`src/rtl/decoder.sv`:
```
// RV32I-subset decode stage: instruction word -> ALU op, immediate format, write enables, register indices.
// Define DECODER_COMB_OUT_EN to drop the output registers (zero latency, clk/rst_n unused).
module decoder #(
  parameter int DATA_WIDTH = 32
) (
  input  logic                          clk,
  input  logic                          rst_n,
  input  logic [DATA_WIDTH-1:0]         instruction,
  output logic [2:0]                    alu_op,
  output logic [2:0]                    imm_op,
  output logic                          mem_write,
  output logic                          reg_write,
  output logic [$clog2(DATA_WIDTH)-1:0] rs1,
  output logic [$clog2(DATA_WIDTH)-1:0] rs2,
  output logic [$clog2(DATA_WIDTH)-1:0] rd
);

  localparam int RW = $clog2(DATA_WIDTH);

  localparam logic [6:0] OPC_LOAD   = 7'b0000011;
  localparam logic [6:0] OPC_STORE  = 7'b0100011;
  localparam logic [6:0] OPC_OP     = 7'b0110011;
  localparam logic [6:0] OPC_OPIMM  = 7'b0010011;
  localparam logic [6:0] OPC_BRANCH = 7'b1100011;
  localparam logic [6:0] OPC_LUI    = 7'b0110111;
  localparam logic [6:0] OPC_JAL    = 7'b1101111;

  localparam logic [2:0] ALU_ADD = 3'b000;
  localparam logic [2:0] ALU_SUB = 3'b001;
  localparam logic [2:0] ALU_NONE = 3'b111;

  localparam logic [2:0] IMM_I = 3'b000;
  localparam logic [2:0] IMM_S = 3'b001;
  localparam logic [2:0] IMM_B = 3'b010;
  localparam logic [2:0] IMM_U = 3'b011;
  localparam logic [2:0] IMM_J = 3'b100;
  localparam logic [2:0] IMM_NONE = 3'b111;

  logic [6:0]    opc;
  logic [2:0]    f3;
  logic [6:0]    f7;
  logic [RW-1:0] rd_f, rs1_f, rs2_f;

  assign opc   = instruction[6:0];
  assign rd_f  = instruction[11:7];
  assign f3    = instruction[14:12];
  assign rs1_f = instruction[19:15];
  assign rs2_f = instruction[24:20];
  assign f7    = instruction[31:25];

  // Shared OP / OP-IMM funct3 mapping; shifts-right and SLTU fall to invalid.
  function automatic logic [2:0] f3_to_alu(input logic [2:0] f);
    case (f)
      3'b000:  f3_to_alu = 3'b000;
      3'b111:  f3_to_alu = 3'b010;
      3'b110:  f3_to_alu = 3'b011;
      3'b100:  f3_to_alu = 3'b100;
      3'b010:  f3_to_alu = 3'b101;
      3'b001:  f3_to_alu = 3'b110;
      default: f3_to_alu = ALU_NONE;
    endcase
  endfunction

  logic [2:0]    alu_d, imm_d;
  logic          mw_d, rw_d;
  logic [RW-1:0] rs1_d, rs2_d, rd_d;
  logic [2:0]    op_alu;

  always_comb begin
    alu_d  = ALU_NONE;
    imm_d  = IMM_NONE;
    mw_d   = 1'b0;
    rw_d   = 1'b0;
    rs1_d  = '0;
    rs2_d  = '0;
    rd_d   = '0;
    op_alu = ALU_NONE;
    // X/Z in the selector matches no item, so it lands on the invalid defaults.
    case (opc)
      OPC_LOAD: begin
        case (f3)
          3'b000, 3'b001, 3'b010, 3'b100, 3'b101: begin
            alu_d = ALU_ADD; imm_d = IMM_I; rw_d = 1'b1; rs1_d = rs1_f; rd_d = rd_f;
          end
          default: ;
        endcase
      end
      OPC_STORE: begin
        case (f3)
          3'b000, 3'b001, 3'b010: begin
            alu_d = ALU_ADD; imm_d = IMM_S; mw_d = 1'b1; rs1_d = rs1_f; rs2_d = rs2_f;
          end
          default: ;
        endcase
      end
      OPC_OP: begin
        if (f7 == 7'b0000000) op_alu = f3_to_alu(f3);
        else if (f7 == 7'b0100000 && f3 == 3'b000) op_alu = ALU_SUB;
        if (op_alu != ALU_NONE) begin
          alu_d = op_alu; rw_d = 1'b1; rs1_d = rs1_f; rs2_d = rs2_f; rd_d = rd_f;
        end
      end
      OPC_OPIMM: begin
        op_alu = f3_to_alu(f3);
        if (f3 == 3'b001 && f7 != 7'b0000000) op_alu = ALU_NONE;
        if (op_alu != ALU_NONE) begin
          alu_d = op_alu; imm_d = IMM_I; rw_d = 1'b1; rs1_d = rs1_f; rd_d = rd_f;
        end
      end
      OPC_BRANCH: begin
        case (f3)
          3'b000, 3'b001: begin
            alu_d = ALU_SUB; imm_d = IMM_B; rs1_d = rs1_f; rs2_d = rs2_f;
          end
          default: ;
        endcase
      end
      OPC_LUI: begin
        alu_d = ALU_ADD; imm_d = IMM_U; rw_d = 1'b1; rd_d = rd_f;
      end
      OPC_JAL: begin
        alu_d = ALU_ADD; imm_d = IMM_J; rw_d = 1'b1; rd_d = rd_f;
      end
      default: ;
    endcase
  end

`ifdef DECODER_COMB_OUT_EN
  assign alu_op    = alu_d;
  assign imm_op    = imm_d;
  assign mem_write = mw_d;
  assign reg_write = rw_d;
  assign rs1       = rs1_d;
  assign rs2       = rs2_d;
  assign rd        = rd_d;
`else
  logic [2:0]    alu_q, imm_q;
  logic          mw_q, rw_q;
  logic [RW-1:0] rs1_q, rs2_q, rd_q;

  always_ff @(posedge clk or negedge rst_n) begin
    if (!rst_n) begin
      alu_q <= ALU_NONE;
      imm_q <= IMM_NONE;
      mw_q  <= 1'b0;
      rw_q  <= 1'b0;
      rs1_q <= '0;
      rs2_q <= '0;
      rd_q  <= '0;
    end else begin
      alu_q <= alu_d;
      imm_q <= imm_d;
      mw_q  <= mw_d;
      rw_q  <= rw_d;
      rs1_q <= rs1_d;
      rs2_q <= rs2_d;
      rd_q  <= rd_d;
    end
  end

  assign alu_op    = alu_q;
  assign imm_op    = imm_q;
  assign mem_write = mw_q;
  assign reg_write = rw_q;
  assign rs1       = rs1_q;
  assign rs2       = rs2_q;
  assign rd        = rd_q;
`endif

endmodule

```
`config.mk`:
```
export PLATFORM = sky130hd
export DESIGN_NAME = decoder
export DESIGN_NICKNAME = d
export VERILOG_FILES = /design/src/rtl/decoder.sv
export SDC_FILE = /design/constraint.sdc
export NUM_CORES = 1
export LEC_CHECK = 0
export ABC_AREA = 0
export ABC_CLOCK_PERIOD_IN_PS = 1900
export BUFFER_PORTS_ARGS = -buffer_cell sky130_fd_sc_hd__buf_2
export CELL_PAD_IN_SITES_DETAIL_PLACEMENT = 0
export CELL_PAD_IN_SITES_GLOBAL_PLACEMENT = 2
export CORE_ASPECT_RATIO = 0.5
export CORE_UTILIZATION = 25
export CTS_CLUSTER_DIAMETER = 40
export DETAILED_ROUTE_END_ITERATION = 8
export PLACE_DENSITY = 0.82
export SYNTH_ARGS = -nofsm -noshare
export SYNTH_HDL_FRONTEND = slang
export SYNTH_SLANG_ARGS = --single-unit
export TNS_END_PERCENT = 1
```
`constraint.sdc`:
```
create_clock -name clk -period 1.9 [get_ports clk]
set_input_delay 0.38 -clock clk [delete_from_list [all_inputs] [get_ports clk]]
set_output_delay 0.38 -clock clk [all_outputs]
set_load 0.05 [all_outputs]
```
==> results of run 1 <==
==> layout make-up <==
class                   instances  area [sq um]  area share
clock buffers                   3          41.3      0.0239
clock inverters                 1          5.00     0.00290
repair buffers                 71           393       0.228
inverters                      12          45.0      0.0261
multi-input cells              85           576       0.334
flip-flops and latches         23           583       0.338
well taps                      66          82.6      0.0479
==> registers in the layout, indices dropped and copies added (netlist names) <==
signal	flops
alu_op	3
imm_op	3
mem_write	1
rd	5
reg_write	1
rs1	5
rs2	5
==> placed cells by master, fill, tap and decap left out, drive strengths merged, types with 2 or more instances in the layout <==
cell type / n
buf: 71
dfrtp: 17
inv: 12
a31oi: 11
nor2: 9
a21oi: 6
nand3: 6
dfstp: 6
a21boi: 6
nor3: 5
and2: 3
nand2: 3
or3: 3
nand3b: 3
clkbuf: 3
and3: 3
or2: 2
nor4b: 2
o21ai: 2
or4b: 2
nand4b: 2
==> worst max path at each step <==
stage,startpoint,to,slack [ps],cells after the start
global placement,instruction[26],rs2[3],-130,5
global route,instruction[26],rs1[3],-1,5
detailed placement,instruction[26],rs1[3],-180,5
floorplan,instruction[26],rs1[0],40,5
finish,instruction[26],alu_op[2],80,5
CTS,instruction[26],rs1[3],90,5
==> power by group through the flow <==
stage	clock network [W]	logic, W	registers [W]
finish	0.000288	0.000163	0.000500
global route	0.000323	0.000180	0.000501
CTS	0.000296	0.000164	0.000500
detailed placement	0	0.000164	0.000510
global placement	0	0.000163	0.000509
floorplan	0	0.0000609	0.000534
==> metal layers <==
layer | global-route usage | wire [um] | vias up | part of all wire
met3 | 0.0148 | 152 | 2 | 0.051
met5 | 0 | 0 | - | 0
met4 | 0.0362 | 22 | 0 | 0.0074
li1 | - | - | 601 | -
met2 | 0.201 | 1390 | 29 | 0.46
met1 | 0.157 | 1430 | 541 | 0.48
==> worst max-delay path, cell delays in order <==
cell	delay [ps]
buf_2	90
or4_4	540
or3_1	410
a311oi_1	330
o311ai_0	220
==> through the flow <==
step	hold slack, ps	setup WS, ps	utilization	instances
global route	117	-1.04	0.377	261
detailed placement	376	-183	0.367	257
CTS	98.4	87.4	0.377	261
finish	75.9	76.3	0.377	261
floorplan	84.4	40.7	-	125
global placement	360	-134	0.367	257
==> logic make-up (layout without fill, tap and decap cells) <==
family                 after synthesis  in the layout  synth area share
AND/OR/NAND/NOR                     49             49             0.252
AO/OA/AOI/OAI                       35             35             0.206
flip-flops                          23             23             0.471
buffers and inverters               17             87            0.0637
XOR/XNOR                             1              1           0.00708
==> what timing repair did <==
item	4_1_cts	5_1_grt
gates resized for setup	0	1
endpoints found under the setup margin	0	1
endpoints found under the hold margin	0	0
==> impl_metrics.py, run 1 <==
metrics = {
    "status": {
        "status": "finished, final reports clean",
    },
    "logic_synthesis": {
        "synth_common_cells": "dfrtp_1, inv_1, a31oi_1",
        "synth_area_sq_mm": 0.00124,
        "ys_ff_latch": 23,
        "ys_dominant_reg_cell": "dfrtp_1",
        "post-synth-top-count-cell": "dfrtp_1",
        "avgSynthCellArea_sq_um": 9.90,
        "ys_types": 42,
        "synth_edf_count": 0,
        "synthesis.nets": 159,
        "synth_area_leaders": "dfrtp_1, dfstp_2, a31oi_1",
        "yosysTopAreaCell": "dfrtp_1",
        "ys_warn_count": 0,
        "ys_seq_area_frac": 0.471,
        "synthArstFlopShare": 1.00,
        "yosysTopAreaCellShare": 0.344,
        "synth_cells": 125,
    },
    "worst_setup_path": {
        "startpoint_type": "primary input",
        "crit_path_end_kind": "flip-flop",
        "worstPathRequired_ps": 2050,
        "crit_arrival_ps": 1970,
        "critPathKind": "primary input to flip-flop",
        "critical_path.max_fanout": 2,
    },
    "power": {
        "irDropWorstVdd_uv": 229,
        "power_w": 0.000951,
        "p_seq_frac": 0.526,
        "p_leak_nw": 0.876,
        "power.density_mw_per_mm2": 551,
        "switchingPower_w": 0.000240,
        "p_clk_frac": 0.303,
        "intPower_w": 0.000711,
        "switching_share": 0.252,
        "comb_power_share": 0.171,
    },
    "die": {
        "io_pins": 57,
        "initial_core_util": 0.271,
        "die_h_um": 51.8,
        "core-area_sq_mm": 0.00457,
        "fp.dieW_um": 101,
        "die-area_sq_mm": 0.00525,
        "fp-row-count": 17,
    },
    "place": {
        "place.gp.congestion": 0.849,
        "placed_area_sq_mm": 0.00168,
        "hpwl_um": 2500,
        "port_buffers": 56,
    },
    "timing": {
        "rsz0062_at_grt": "yes",
        "max_slew_margin": 0.519,
        "setup_viol": 0,
        "drv_slew": 0,
        "setup_tns_ps": 0,
        "period_needed_ps": 1820,
        "hold_viol": 0,
        "tightest_slew_ps": 716,
        "timing.final.crit_share": 0.960,
        "fmax_mhz": 548,
    },
    "final_layout": {
        "nFillCells": 484,
        "drive_gt1_frac": 0.462,
        "finalNetCount": 230,
        "finalInstanceArea_sq_mm": 0.00173,
        "areaGrowthSynthToFinish_pct": 39.4,
        "n_antenna_cell": 0,
    },
    "clock_tree": {
        "post-cts-setup-buffer-count": 0,
        "clk_path_buf_depth": 2,
        "cts_hold_buf": 0,
        "cts_tree": "yes",
        "root_buffer": "clkbuf_8",
        "numCtsBuffers": 3,
        "clkTransAtPathRegs_ps": 80,
        "htreeDepth": 1,
        "cts_sinks": 23,
    },
    "global_routing": {
        "track_usage": 0.117,
        "gr-total-overflow": 0,
        "grt_max_degree": 24,
        "grt_pass1_vias": 1092,
        "grt_antenna_before_repair": 0,
        "grt_pass1_wl_um": 4840,
    },
    "detailed_routing": {
        "drc": 0,
        "vias_per_cell": 4.49,
        "ant_nets": 0,
        "vias": 1173,
        "wire_per_inst_um": 11.5,
        "dr.first_iter.drc_count": 32,
        "routed_wl_um": 2990,
        "drt-pass1-iter-count": 4,
    },
    "job": {
        "cap_violations": 0,
    },
    "hold_path": {
        "worst_hold_path_type": "primary input to async pin",
    },
}
(Power assumes the default switching activity.)
==> inputs of run 2 (changes only) <==
- CORE_ASPECT_RATIO: 0.5 -> 1.5
==> run 2 against run 1 <==
  * Non-clock buffer count unchanged
  * Critical path depth unchanged
  * Cell count unchanged
  * Sequential cell count unchanged
  * First-iteration DRC count down 38%
  * Sequential share of layout area unchanged
  * Count of clock-buffer cells in the layout unchanged
  * Critical path type unchanged
  * Largest power group unchanged
==> impl_metrics.py, run 2 (synthesis results as in run 1) <==
metrics = {
    "place": {
        "pre_cts_ws_ps": -221,
        "place.gp.congestion": 0.724,
        "port_buffers": 56,
        "placed_area_sq_mm": 0.00168,
        "hpwl_um": 2430,
    },
    "final_layout": {
        "n_antenna_cell": 0,
        "areaGrowthSynthToFinish_pct": 39.4,
        "nFillCells": 554,
        "drive_gt1_frac": 0.462,
        "layout_common_cells": "buf_2, dfrtp_1, buf_4, inv_1, a31oi_1",
        "final_common_cell": "buf_2",
        "finalNetCount": 230,
        "finalInstanceArea_sq_mm": 0.00173,
    },
    "timing": {
        "period_needed_ps": 1830,
        "setup_viol": 0,
        "drv_slew": 0,
        "timing.final.crit_share": 0.962,
        "max_slew_margin": 0.525,
        "fmax_mhz": 547,
        "tightest_slew_ps": 707,
        "fin_ws_ps": 71.8,
        "hold_viol": 0,
        "rsz0062_at_grt": "no",
    },
    "global_routing": {
        "grt_antenna_before_repair": 0,
        "grt_pass1_wl_um": 4820,
        "grt_max_degree": 24,
        "grt_pass1_vias": 1120,
        "gr-total-overflow": 0,
        "track_usage": 0.119,
    },
    "die": {
        "die_h_um": 88.2,
        "fp.dieW_um": 59.4,
        "fp-row-count": 31,
        "io_pins": 57,
        "die-area_sq_mm": 0.00524,
        "core-area_sq_mm": 0.00481,
        "initial_core_util": 0.257,
    },
    "clock_tree": {
        "post-cts-setup-buffer-count": 0,
        "numCtsBuffers": 3,
        "cts_resized": 0,
        "htreeDepth": 1,
        "root_buffer": "clkbuf_8",
        "cts_sinks": 23,
        "clkTransAtPathRegs_ps": 80,
        "cts_hold_buf": 0,
        "clk_path_buf_depth": 2,
        "cts_tree": "yes",
    },
    "detailed_routing": {
        "vias": 1175,
        "routed_wl_um": 2910,
        "dr.first_iter.drc_count": 20,
        "drt-pass1-iter-count": 4,
        "ant_nets": 0,
        "wire_per_inst_um": 11.2,
        "drc": 0,
        "vias_per_cell": 4.50,
    },
    "power": {
        "power_w": 0.000946,
        "p_leak_nw": 0.875,
        "power.density_mw_per_mm2": 548,
        "irDropWorstVdd_uv": 205,
    },
    "worst_setup_path": {
        "slowest_delay_ps": 540,
        "cp.buffers_inverters": 1,
        "critPathKind": "primary input to flip-flop",
        "critical_path.max_fanout": 2,
        "worstPathRequired_ps": 2050,
        "crit_chain": "buf_2 -> or4_4 -> or3_1 -> a311oi_1 -> o311ai_0",
        "crit_family": "simple AND/OR/NAND/NOR gates",
        "crit_arrival_ps": 1980,
        "startpoint_type": "primary input",
        "crit_path_end_kind": "flip-flop",
        "cp_slowest_cell": "or4_4",
    },
    "job": {
        "cap_violations": 0,
    },
    "hold_path": {
        "worst_hold_path_type": "primary input to async pin",
    },
    "status": {
        "status": "finished, final reports clean",
    },
}
-- run 2: final cells by class --
class                           count  area (sq um)  area share
Inverter                           12          45.0      0.0261
Clock inverter                      1          5.00     0.00290
Clock buffer                        3          41.3      0.0239
Multi-Input combinational cell     85           576       0.334
Sequential cell                    23           583       0.338
Tap cell                           66          82.6      0.0479
Timing Repair Buffer               71           393       0.228
-- run 2: where the power goes --
group,internal [W],switching [W]
logic,0.0000656,0.0000941
registers,0.000499,0.00000133
clock network,0.000146,0.000140
-- run 2: path summary, 6_finish.rpt --
kind	start	to	slack, ps	cells after the start
setup / recovery	instruction[26]	alu_op[2]	70	5
hold / removal	rst_n	rs1[1]	70	1
max in group asynchronous	rst_n	imm_op[1]	1490	1
min in group clk	instruction[15]	rs1[0]	320	3
-- run 2: through the flow --
step	setup TNS [ps]	hold WS (ps)	cells	utilization
6_report	0	67.2	261	0.359
5_1_grt	0	112	261	0.359
4_1_cts	0	82.8	261	0.359
3_5_place_dp	-2530	365	257	0.349
3_3_place_gp	-1960	361	257	0.349
2_1_floorplan	0	84.4	125	-
-- run 2: routing by layer --
layer,GRT usage,share of wire,up-vias
met2,0.222,0.52,42
met3,0.0118,0.063,2
met5,0,0,-
met4,0.0455,0.0089,0
met1,0.135,0.41,531
li1,-,-,600
==> inputs of run 3 (changes only) <==
- BUFFER_PORTS_ARGS: -buffer_cell sky130_fd_sc_hd__buf_2 -> -buffer_cell sky130_fd_sc_hd__clkbuf_2
- HOLD_SLACK_MARGIN: not set -> 0.1
==> run 3 against run 2 <==
  * Sequential power about the same
  * Worst setup slack better by 52 ps
  * Global-route usage up 0.54 points
  * Critical path type unchanged
  * Largest power group unchanged
  * Critical endpoint is now rs1[4]
==> impl_metrics.py, run 3 (synthesis results as in run 1) <==
metrics = {
    "timing": {
        "drv_slew": 0,
        "fmax_mhz": 563,
        "hold_viol": 0,
        "max_slew_margin": 0.492,
        "timing.final.crit_share": 0.935,
        "tightest_slew_ps": 756,
        "period_needed_ps": 1780,
        "setup_viol": 0,
        "rsz0062_at_grt": "no",
    },
    "die": {
        "die-area_sq_mm": 0.00524,
        "core-area_sq_mm": 0.00481,
        "initial_core_util": 0.257,
        "fp.dieW_um": 59.4,
        "io_pins": 57,
        "die_h_um": 88.2,
        "fp-row-count": 31,
    },
    "place": {
        "placed_area_sq_mm": 0.00169,
        "dpl.cell_count": 259,
        "place.gp.congestion": 0.770,
        "port_buffers": 56,
        "hpwl_um": 2520,
    },
    "final_layout": {
        "finalNetCount": 233,
        "multi_input_area_sq_um": 582,
        "final_core_util": 0.365,
        "nFillCells": 527,
        "layout_common_cells": "clkbuf_2, dfrtp_1, buf_4, inv_1, a31oi_1",
        "finalInstanceArea_sq_mm": 0.00176,
        "n_antenna_cell": 0,
        "regArea_sq_um": 583,
        "final_common_cell": "clkbuf_2",
        "drive_gt1_frac": 0.470,
        "fin_cells": 264,
        "areaGrowthSynthToFinish_pct": 42.0,
    },
    "worst_setup_path": {
        "crit_arrival_ps": 1960,
        "worstPathRequired_ps": 2080,
        "critical_path.max_fanout": 16,
        "crit_path_end_kind": "flip-flop",
        "cp_slowest_cell": "or4_4",
        "critPathKind": "primary input to flip-flop",
        "slowest_delay_ps": 540,
        "crit_chain": "clkbuf_2 -> or4_4 -> or3_1 -> nand4b_4 -> a31oi_1",
        "startpoint_type": "primary input",
    },
    "detailed_routing": {
        "vias_per_cell": 4.44,
        "vias": 1172,
        "wire_per_inst_um": 11.4,
        "ant_nets": 0,
        "dr.first_iter.drc_count": 14,
        "routed_wl_um": 3020,
        "drt-pass1-iter-count": 4,
        "drc": 0,
    },
    "job": {
        "cap_violations": 0,
    },
    "global_routing": {
        "grt_pass1_vias": 1194,
        "gr-total-overflow": 0,
        "grt_antenna_before_repair": 0,
        "track_usage": 0.124,
        "grt_max_degree": 24,
        "grt_pass1_wl_um": 4950,
    },
    "clock_tree": {
        "root_buffer": "clkbuf_8",
        "numCtsBuffers": 3,
        "post-cts-setup-buffer-count": 0,
        "htreeDepth": 1,
        "cts_sinks": 23,
        "cts_tree": "yes",
        "clkTransAtPathRegs_ps": 80,
        "clk_path_buf_depth": 2,
    },
    "power": {
        "power_w": 0.000958,
        "irDropWorstVdd_uv": 211,
        "power.density_mw_per_mm2": 545,
        "p_leak_nw": 0.890,
    },
    "status": {
        "status": "finished, final reports clean",
    },
    "hold_path": {
        "worst_hold_path_type": "primary input to flip-flop",
    },
}
## run 3: cell types whose count changed in the layout (fill, tap and decap cells not counted), sizes merged
cell	change
dlygate4sd3	+1
clkbuf	+56
buf	-54
## run 3: timing repair
item                       CTS  global route
hold buffers                 1             0
hold endpoints to repair    10             0
gates resized for setup      0             2
setup endpoints to repair    0             1
## run 3: layout make-up
cell class              instances  area share
clock buffers                   3      0.0235
repair buffers                 74       0.238
flip-flops and latches         23       0.332
multi-input cells              85       0.331
clock inverters                 1     0.00285
inverters                      12      0.0256
well taps                      66      0.0470
## run 3: worst max-delay path: cells and delay by family
family,cells,cell delay [ps]
AO/OA/AOI/OAI,1,240
buffers and inverters,1,80
AND/OR/NAND/NOR,3,1270
## run 3: worst paths after layout
path / from / to / cells after the start
max in group asynchronous: rst_n / imm_op[1] / 2
worst min-delay path: instruction[18] / rs1[3] / 3
min in group asynchronous: rst_n / rs1[2] / 2
worst max-delay path: instruction[26] / rs1[4] / 5
## run 3: stage by stage
| stage | TNS (ps) | hold WS (ps) | setup WS (ps) |
|---|---|---|---|
| after floorplan | 0 | 84.4 | 40.7 |
| after global placement | -1750 | 380 | -140 |
| after detailed placement | -2090 | 384 | -170 |
| after CTS | 0 | 298 | 107 |
| after global routing | 0 | 302 | 14.2 |
| final | 0 | 300 | 123 |
## run 3: layer usage
metal,vias to the layer above,part of all wire,GRT usage
li1,608,-,-
met1,518,0.41,0.124
met2,41,0.52,0.243
met3,5,0.055,0.0192
met4,0,0.017,0.0519
met5,-,0,0
## run 3: power breakdown
group | internal [W] | leakage, nW | switching, W
registers | 0.000499 | 0.300 | 0.00000174
clock network | 0.000146 | 0.0255 | 0.000145
logic | 0.0000708 | 0.564 | 0.0000960
